`src/rtl/rv32_mem_pkg.sv`:
```
// Shared definitions for the RV32 instruction/data memory arbiter.
package rv32_mem_pkg;

    localparam logic [31:0] MEM_BYTES_DEF = 32'h0025_0000;

    localparam logic [2:0] F3_LB  = 3'b000;
    localparam logic [2:0] F3_LH  = 3'b001;
    localparam logic [2:0] F3_LW  = 3'b010;
    localparam logic [2:0] F3_LBU = 3'b100;
    localparam logic [2:0] F3_LHU = 3'b101;
    localparam logic [2:0] F3_SB  = 3'b000;
    localparam logic [2:0] F3_SH  = 3'b001;
    localparam logic [2:0] F3_SW  = 3'b010;

    typedef enum logic [1:0] {
        OWN_NONE  = 2'd0,
        OWN_INSTR = 2'd1,
        OWN_DATA  = 2'd2
    } owner_e;

    // Data-side context captured at grant for the response cycle.
    typedef struct packed {
        logic       err;
        logic       we;
        logic [2:0] funct3;
        logic [1:0] off;
    } d_ctx_t;

    // True when a data access must be refused (bad funct3, misaligned, out of range).
    function automatic logic access_err(input logic        we,
                                        input logic [2:0]  f3,
                                        input logic [31:0] addr,
                                        input logic [31:0] mem_bytes);
        logic bad_f3;
        logic misal;
        if (we) begin
            bad_f3 = (f3 > F3_SW);
            misal  = ((f3 == F3_SH) && addr[0]) ||
                     ((f3 == F3_SW) && (addr[1:0] != 2'b00));
        end else begin
            bad_f3 = (f3 == 3'b011) || (f3 == 3'b110) || (f3 == 3'b111);
            misal  = (((f3 == F3_LH) || (f3 == F3_LHU)) && addr[0]) ||
                     ((f3 == F3_LW) && (addr[1:0] != 2'b00));
        end
        return bad_f3 | misal | (addr >= mem_bytes);
    endfunction

endpackage

```
`src/rtl/load_align.sv`:
```
// Selects the addressed byte/halfword of a load word and sign/zero extends it.
module load_align
    import rv32_mem_pkg::*;
(
    input  logic [2:0]  funct3,
    input  logic [1:0]  off,
    input  logic [31:0] word,
    output logic [31:0] data
);

    logic [7:0]  lane_b;
    logic [15:0] lane_h;

    always_comb begin
        lane_b = word[7:0];
        lane_h = off[1] ? word[31:16] : word[15:0];
        case (off)
            2'd0:    lane_b = word[7:0];
            2'd1:    lane_b = word[15:8];
            2'd2:    lane_b = word[23:16];
            default: lane_b = word[31:24];
        endcase

        case (funct3)
            F3_LB:   data = {{24{lane_b[7]}}, lane_b};
            F3_LBU:  data = {24'd0, lane_b};
            F3_LH:   data = {{16{lane_h[15]}}, lane_h};
            F3_LHU:  data = {16'd0, lane_h};
            default: data = word;
        endcase
    end

endmodule

```
`src/rtl/mem_arbiter.sv`:
```
// Arbitrates instruction fetch and data load/store onto a single-port memory,
// with data priority bounded by a fetch-starvation streak limit.
module mem_arbiter
    import rv32_mem_pkg::*;
#(
    parameter int unsigned ADDR_W       = 22,
    parameter logic [31:0] MEM_BYTES    = MEM_BYTES_DEF,
    parameter int unsigned D_STREAK_MAX = 2
) (
    input  logic              clk,
    input  logic              rst_n,
    input  logic              i_req,
    input  logic [31:0]       i_addr,
    output logic              i_gnt,
    output logic              i_rvalid,
    output logic [31:0]       i_rdata,
    input  logic              d_req,
    input  logic              d_we,
    input  logic [2:0]        d_funct3,
    input  logic [31:0]       d_addr,
    input  logic [31:0]       d_wdata,
    output logic              d_gnt,
    output logic              d_rvalid,
    output logic [31:0]       d_rdata,
    output logic              d_err,
    output logic              stall_if,
    output logic              stall_mem,
    output logic              m_en,
    output logic [3:0]        m_we,
    output logic [ADDR_W-3:0] m_addr,
    output logic [31:0]       m_wdata,
    input  logic [31:0]       m_rdata
);

    localparam int unsigned STREAK_W = (D_STREAK_MAX < 1) ? 1 : $clog2(D_STREAK_MAX + 1);

    logic [STREAK_W-1:0] streak_q, streak_d;
    owner_e              owner_q, owner_d;
    d_ctx_t              ctx_q, ctx_d;
    logic                fetch_first;
    logic                d_bad;
    logic [31:0]         load_data;
    logic                unused_addr;

    assign unused_addr = ^{i_addr[31:ADDR_W], i_addr[1:0]};
    assign d_bad       = access_err(d_we, d_funct3, d_addr, MEM_BYTES);

    // Grant decision; outputs are forced low while reset is asserted.
    always_comb begin
        fetch_first = i_req && (streak_q == STREAK_W'(D_STREAK_MAX));
        i_gnt       = rst_n && i_req && (fetch_first || !d_req);
        d_gnt       = rst_n && d_req && !i_gnt;
        stall_if    = rst_n && i_req && !i_gnt;
        stall_mem   = rst_n && d_req && !d_gnt;
    end

    always_comb begin
        streak_d = streak_q;
        if (!i_req || i_gnt) begin
            streak_d = '0;
        end else if (d_gnt) begin
            streak_d = streak_q + STREAK_W'(1);
        end
    end

    always_comb begin
        ctx_d = ctx_q;
        if (d_gnt) begin
            ctx_d.err    = d_bad;
            ctx_d.we     = d_we;
            ctx_d.funct3 = d_funct3;
            ctx_d.off    = d_addr[1:0];
        end
    end

    always_ff @(posedge clk or negedge rst_n) begin
        if (!rst_n) begin
            streak_q <= '0;
            ctx_q    <= '0;
        end else begin
            streak_q <= streak_d;
            ctx_q    <= ctx_d;
        end
    end

    // Memory port: fetch or legal data access; refused data accesses stay off the bus.
    always_comb begin
        m_en    = 1'b0;
        m_we    = 4'b0000;
        m_addr  = '0;
        m_wdata = 32'd0;
        if (i_gnt) begin
            m_en   = 1'b1;
            m_addr = i_addr[ADDR_W-1:2];
        end else if (d_gnt && !d_bad) begin
            m_en   = 1'b1;
            m_addr = d_addr[ADDR_W-1:2];
            if (d_we) begin
                case (d_funct3)
                    F3_SB: begin
                        m_we    = 4'b0001 << d_addr[1:0];
                        m_wdata = {4{d_wdata[7:0]}};
                    end
                    F3_SH: begin
                        m_we    = 4'b0011 << d_addr[1:0];
                        m_wdata = {2{d_wdata[15:0]}};
                    end
                    default: begin
                        m_we    = 4'b1111;
                        m_wdata = d_wdata;
                    end
                endcase
            end
        end
    end

    // Response-owner FSM: state register.
    always_ff @(posedge clk or negedge rst_n) begin
        if (!rst_n) begin
            owner_q <= OWN_NONE;
        end else begin
            owner_q <= owner_d;
        end
    end

    // Response-owner FSM: next state follows this cycle's grant.
    always_comb begin
        owner_d = OWN_NONE;
        if (i_gnt) begin
            owner_d = OWN_INSTR;
        end else if (d_gnt) begin
            owner_d = OWN_DATA;
        end
    end

    load_align u_load_align (
        .funct3 (ctx_q.funct3),
        .off    (ctx_q.off),
        .word   (m_rdata),
        .data   (load_data)
    );

    // Response-owner FSM: outputs.
    always_comb begin
        i_rvalid = 1'b0;
        i_rdata  = 32'd0;
        d_rvalid = 1'b0;
        d_err    = 1'b0;
        d_rdata  = 32'd0;
        case (owner_q)
            OWN_INSTR: begin
                i_rvalid = 1'b1;
                i_rdata  = m_rdata;
            end
            OWN_DATA: begin
                d_rvalid = 1'b1;
                d_err    = ctx_q.err;
                if (!ctx_q.err && !ctx_q.we) begin
                    d_rdata = load_data;
                end
            end
            default: ;
        endcase
    end

endmodule

```
`config.mk`:
```
export PLATFORM = sky130hd
export DESIGN_NAME = mem_arbiter
export DESIGN_NICKNAME = d
export VERILOG_FILES = /design/src/rtl/rv32_mem_pkg.sv /design/src/rtl/load_align.sv /design/src/rtl/mem_arbiter.sv
export SDC_FILE = /design/constraint.sdc
export NUM_CORES = 1
export LEC_CHECK = 0
export CORE_AREA = 2 2 101 103
export DETAILED_ROUTE_END_ITERATION = 16
export DIE_AREA = 0 0 103 105
export PLACE_DENSITY_LB_ADDON = 0.3
export SLEW_MARGIN = 20
export SYNTH_ARGS = -nofsm -noshare
export SYNTH_HDL_FRONTEND = slang
export SYNTH_HIERARCHICAL = 1
export SYNTH_SLANG_ARGS = --single-unit
```
`constraint.sdc`:
```
create_clock -name clk -period 2.34 [get_ports clk]
set_input_delay 0.351 -clock clk [delete_from_list [all_inputs] [get_ports clk]]
set_output_delay 0.351 -clock clk [all_outputs]
set_load 0.05 [all_outputs]
```
Word level (Yosys, flattened, before mapping)
Cells that the tools add are included.

Input bits: 136. Logic and storage cells: 85. Output and inout port bits: 128. Register bits: 11.

Multiplexer cells: 27. Reductions and logical operators: 31. Order comparisons: 2. Equal/unequal tests: 14. Bitwise operators: 2. $add $sub $neg: 1. Shift operators: 2.

Operators with widths (count): 32-bit 2-to-1 mux (6); 32-bit one-hot mux with 4 select lines (1); 32-bit one-hot mux with 2 select lines (1); 20-bit 2-to-1 mux (2); 32-bit by 22-bit greater-or-equal comparator with 1-bit output, second input constant (1); 8-bit one-hot mux with 3 select lines (1); 16-bit 2-to-1 mux (1); 3-bit equality test, second input constant (5); 1-bit logical AND (12); 4-bit 2-to-1 mux (3); 2-bit 2-to-1 mux (4); 4-bit one-hot mux with 2 select lines (1); 1-bit logical NOT (7); 1-bit logical OR (7); 1-bit 2-to-1 mux (7); 2-bit equality test, second input constant (3); 3-bit by 1-bit equality test with 1-bit output, second input constant (2); 3-bit by 2-bit equality test with 1-bit output, second input constant (2); 3-bit logical NOT (2); 2-bit by 1-bit equality test with 1-bit output, second input constant (2); 2-bit nonzero test (2); 1-bit by 2-bit left shift with 4-bit output, first input constant (1); 2-bit by 2-bit left shift with 4-bit output, first input constant (1); 3-bit by 2-bit greater-than comparator with 1-bit output, second input constant (1); other kinds (3) (4).

Longest topological paths before layout
Depth in word-level cells: 11. Gate-level depth with buffers: 8. Gate-level depth less buffers: 6.

Modules after synthesis
Netlist, hierarchy kept.

By module, submodules not included: mem_arbiter (area each 1816.7 um^2, cells an instance 252, instances 1, sequential area each 275.3 um^2); load_align (area each 969.7 um^2, cells an instance 133, instances 1, sequential area each 0.0 um^2).

Least setup slack after synthesis
No wires, ideal clock.

Kind: input port to output port. Start point: input port d_funct3[2]. End point: output port m_wdata[24]. Stages: 6. Path slack: -0.771 ns. Path buffers: 2. Required time: 1.989 ns. Arrival time: 2.760 ns. Path through: buf_2 o41ai_2 nand4b_1 or4b_1 buf_2 a211oi_1.

Longest elaborated chain between the ends: 11. Elaborated cells between the ends (all ways): 26. Classes of those cells: order compare: 1; eq/ne: 6; mux: 6; bitwise: 2; reduce/logical: 11.

Ends and longest elaborated chain: start, declared (line mem_arbiter.sv:19) `input logic [2:0] d_funct3,`; 3-bit by 1-bit equality test with 1-bit output or 3-bit equality test (tied branches) (line rv32_mem_pkg.sv:38, rv32_mem_pkg.sv:42, mem_arbiter.sv:99); 1-bit logical OR (line rv32_mem_pkg.sv:42) `misal = (((f3 == F3_LH) || (f3 == F3_LHU)) && addr[0]) ||`; 1-bit logical AND (line rv32_mem_pkg.sv:42); 1-bit logical OR (line rv32_mem_pkg.sv:42); 1-bit 2-to-1 mux (line rv32_mem_pkg.sv:36) `if (we) begin`; 1-bit bitwise OR (2 in series) (line rv32_mem_pkg.sv:45) `return bad_f3 | misal | (addr >= mem_bytes);`; 1-bit logical NOT (line mem_arbiter.sv:95) `end else if (d_gnt && !d_bad) begin`; 1-bit logical AND (line mem_arbiter.sv:95); 32-bit 2-to-1 mux (*) (line mem_arbiter.sv:95); 32-bit 2-to-1 mux (*) (line mem_arbiter.sv:92) `if (i_gnt) begin`; end, declared (line mem_arbiter.sv:31) `output logic [31:0] m_wdata,`.

Mark *: on every way between the ends. The rest lies on a longest branch, timed or not.

Worst setup path after layout
Start point: input port d_addr[16]. End point: output port m_wdata[29].

Longest elaborated chain between the ends: 6.

Ends and longest elaborated chain: start, declared (line mem_arbiter.sv:20) `input logic [31:0] d_addr,`; 32-bit by 22-bit greater-or-equal comparator with 1-bit output (line rv32_mem_pkg.sv:45); 1-bit bitwise OR (line rv32_mem_pkg.sv:45); 1-bit logical NOT (line mem_arbiter.sv:95); 1-bit logical AND (line mem_arbiter.sv:95); 32-bit 2-to-1 mux (line mem_arbiter.sv:95); 32-bit 2-to-1 mux (line mem_arbiter.sv:92).

Every way passes these cells.

==> run summary <==
The flow ran to the end, but the final reports show violations. The final reports fail on negative setup slack. From synthesis to final layout, the design area changed by 178.3%.

Data arrives at the worst endpoint at 2.50 ns. Clock tree synthesis selected as its root buffer the cell clkbuf_8. The fraction of post-synthesis cell area in the top cell type by area was 0.1459; the post-DP HPWL was 13260 um.

Counting flops with a built-in enable in the synthesized netlist gives 0. The number of antenna violations at the first check in global routing was 2. For this design, the sink count on the clock tree is 11.

The starting utilization of the core area is 0.2891, and the count of port buffers added during placement is 251. The leakage power summed over all cells came out at 3.271 nW. The tools report the maximum level of the CTS H-tree as 1. The run gives 45 as the count of cell types in the netlist. Leaving out fill and tap cells, the most frequent cell in the layout is buf_12. The worst register-to-register path ends at ctx_q[6].

The critical path goes through clkdlybuf4s50_1, o21ai_2, a21oi_2, or4b_4, buf_6, a211oi_4, buf_12. The core utilization of the finished layout was 0.8045. The worst setup path is launched from an input port. Together, buffers and inverters on the worst path number 3.

The tool flagged a number of max-cap violations equal to 0. After detailed routing, the wire length on met1 is 6408 um. TritonCTS built the clock tree. For the worst-skew pair, the clock arrives at the later sink with an insertion delay of 0.24 ns. Routed signal wires occupy layers up through met4. The run gives 0.09879 as the share of the yosys chip area belonging to registers.

Setup slack on the worst reg-to-reg path comes out at 0.58 ns. The die is 105 um tall. The count of cells along the worst register-to-register path works out to 10. The run gives 385 as the count of mapped cells out of synthesis.

Slowest library cell on the worst path: or4b_4. Dividing the detail-routed wire length by the instance count gives 23.90 um. The required arrival time at the worst endpoint came out at 1.99 ns.

For this block, the via count after detailed routing is 4557. The core area was 9639 um^2. The cell family contributing the most delay on the critical path is buffers and inverters.

The run gives 0 as the number of hold violations in the final report. For this block, the routed nets add up to 19670 um of wire. The summed instance area of the synthesized netlist came out at 2786 um^2. During synthesis, Yosys emitted a total of 6 warnings. At the pin with the least slew margin, the transition time is 0.5294 ns. The routed length on met2 came out at 10030 um. The logs give 36 for the row count and 0 for the number of nets with antenna violations after routing. The worst slew slack as a fraction of its limit is 0.6460, and the number of nets in the finished design is 826. The proportion of register bits with asynchronous set or reset after synthesis was 1.000; the count of pins on the block boundary was 264. Setup repair after global routing could not meet its margin everywhere. The run gives 0.006672 ns as the clock skew. The total global routing overflow was 0; the number of non-filler instances in the completed layout was 823. The time the final worst path needs with I/O delays and setup is 2.850 ns. In this run the worst path has a maximum fanout of 6. The top cell types in the final layout, fill and taps aside, are buf_12 (122), clkdlybuf4s50_1 (102), buf_4 (70), and2_1 (64), nor2_1 (45). and2_1 takes more of the synthesized area than any other cell.

Entering global routing, the biggest net connects 34 pins. Critical register-to-register path startpoint: streak_q[0]. For the global router's overall resource usage, the log shows 0.3356.

Measured along the x axis, the die boundary spans 103 um. For this run, design rule violations remaining after detail routing come to 0. The maximum vdd drop came out at 187.0 uV. Element type at the critical path end: an output pin. For this design the ratio of total power to cell area is 223.5 nW/um^2.

After the first detailed-routing iteration, the DRC count stood at 318. The worst stage delay on the critical path was 0.57 ns; the number of buffers created by CTS was 3. For the total met3 wirelength after detailed routing, the log shows 1972 um.

No sink is reached through more buffers than the 2 on the longest clock path. After clock tree synthesis, the flow added hold-fix buffers numbering 0. The final critical-path setup slack was -0.5102 ns; the maximum clock frequency was 350.9 MHz.

The placed instance count was 801; the ratio of cells with drive above 1 in the final layout was 0.4535. The total of flip-flops plus latches after synthesis works out to 11. The first-pass GRT wire length is 27580 um.

The most used flip-flop cell after synthesis is dfrtp_1. The routability-driven placement congestion ratio was 0.9827. The total count of max-transition violations in the final report is 0.

Setup violations remaining at the end of the flow were counted as 57. The category of the most critical setup path is input port to output pin. The logs give 10820 um^2 for the area of the die and 6 for the detailed-router iteration count before antenna repair. For the number of nets produced by synthesis, the log shows 522. The final worst-path cycle share is 1.218, and the via count of the first global-routing pass is 4900. Clock edge transition at the registers on the reported setup and hold paths: 0.05 ns. By area the synthesized netlist is led by and2_1 (15%), dfrtp_1 (9.9%), nor2_1 (7.3%). Averaged over all synthesized cells, the footprint is 7.237 um^2. The average via count per standard cell was 5.537.

The min-delay analysis places its worst path in the category input port to asynchronous set/reset pin.
[area by class of cell]
cell class	count	area, um^2
Antenna cell	2	5.005
Clock buffer	4	45.04
Fill cell	538	1884
Sequential cell	11	276.5
Inverter	13	52.55
Timing Repair Buffer	336	4425
Multi-Input combinational cell	324	2784
Tap cell	133	166.4
[kinds of logic after synthesis]
family | after synthesis | share of synthesized area
buffers and inverters | 50 | 0.09385
muxes | 37 | 0.1810
DFF | 11 | 0.09879
and+or+nand+nor | 195 | 0.3655
AOI/OAI and AO/OA | 91 | 0.2564
adders and majority gates | 1 | 0.004490
[tightest hold or removal path, stage by stage]
cell	delay (ns)
dlygate4sd2_1	0.24
buf_4	0.13
buf_4	0.20
[flip-flops by register name, summed over array words and instances, names as in the netlist]
name and cells:
owner_q 2, ctx_q 7, streak_q 2
[metrics by stage]
| step | total power, mW | hold WS, ns | cell area [um^2] | setup WS, ns | TNS [ns] |
|---|---|---|---|---|---|
| floorplan | 0.8337 | 0.05541 | 2935 | -0.2905 | -2.591 |
| global placement | 1.392 | 0.4899 | 7123 | -0.4731 | -17.57 |
| detailed placement | 1.422 | 0.5028 | 7123 | -0.5759 | -24.07 |
| CTS | 1.639 | 0.3323 | 7626 | -0.3716 | -8.037 |
| global route | 1.806 | 0.3547 | 7755 | -0.5170 | -17.98 |
| finish | 1.733 | 0.3266 | 7755 | -0.5102 | -17.16 |
[where the power goes]
part	internal, mW	leakage [nW]	switching (mW)	total, mW
Sequential	0.209	0.135	0.0220	0.231
Combinational	0.654	3.11	0.655	1.31
Clock	0.120	0.0228	0.0739	0.194
Total	0.983	3.27	0.751	1.73
[metal layers]
layer | global-route usage | vias to the layer above
li1 | - | 1997
met3 | 0.07960 | 78
met2 | 0.6016 | 337
met5 | 0 | -
met4 | 0.2039 | 0
met1 | 0.3418 | 2145
[cells in the mapped netlist (2+ instances only)]
cell,count
o221ai_1,3
a21oi_1,18
inv_1,10
nor4_1,2
and2_1,65
mux4_1,7
buf_2,8
a211oi_2,2
nand2b_1,3
o22ai_1,16
a221oi_1,2
a211oi_1,6
nor2_1,54
mux2i_1,20
o221ai_2,4
a311oi_1,7
buf_6,8
and3_1,19
dfrtp_1,11
mux2_2,8
clkbuf_1,19
nand2_1,29
nor2b_1,15
a22o_1,20
o21ai_0,5
nor3_1,2
or2_2,2
clkinv_1,2
mux2_4,2
[worst max-delay path by stage]
stage / from / to / depth (start not counted)
2_1_floorplan: d_funct3[0] / m_wdata[24] / 6
3_3_place_gp: d_funct3[0] / m_wdata[25] / 7
3_5_place_dp: d_funct3[2] / m_wdata[25] / 7
4_1_cts: streak_q[0] / m_wdata[12] / 10
5_1_grt: d_addr[16] / m_wdata[29] / 7
6_report: d_addr[16] / m_wdata[29] / 7
[repair_timing]
item | CTS | global route
setup buffers | 10 | 3
gates cloned | 7 | 1
gates resized for setup | 98 | 31
pin swaps | 15 | 16
endpoints found under the setup margin | 78 | 78
hold endpoints to repair | 0 | 0
Power figures use the tool's default switching activity.
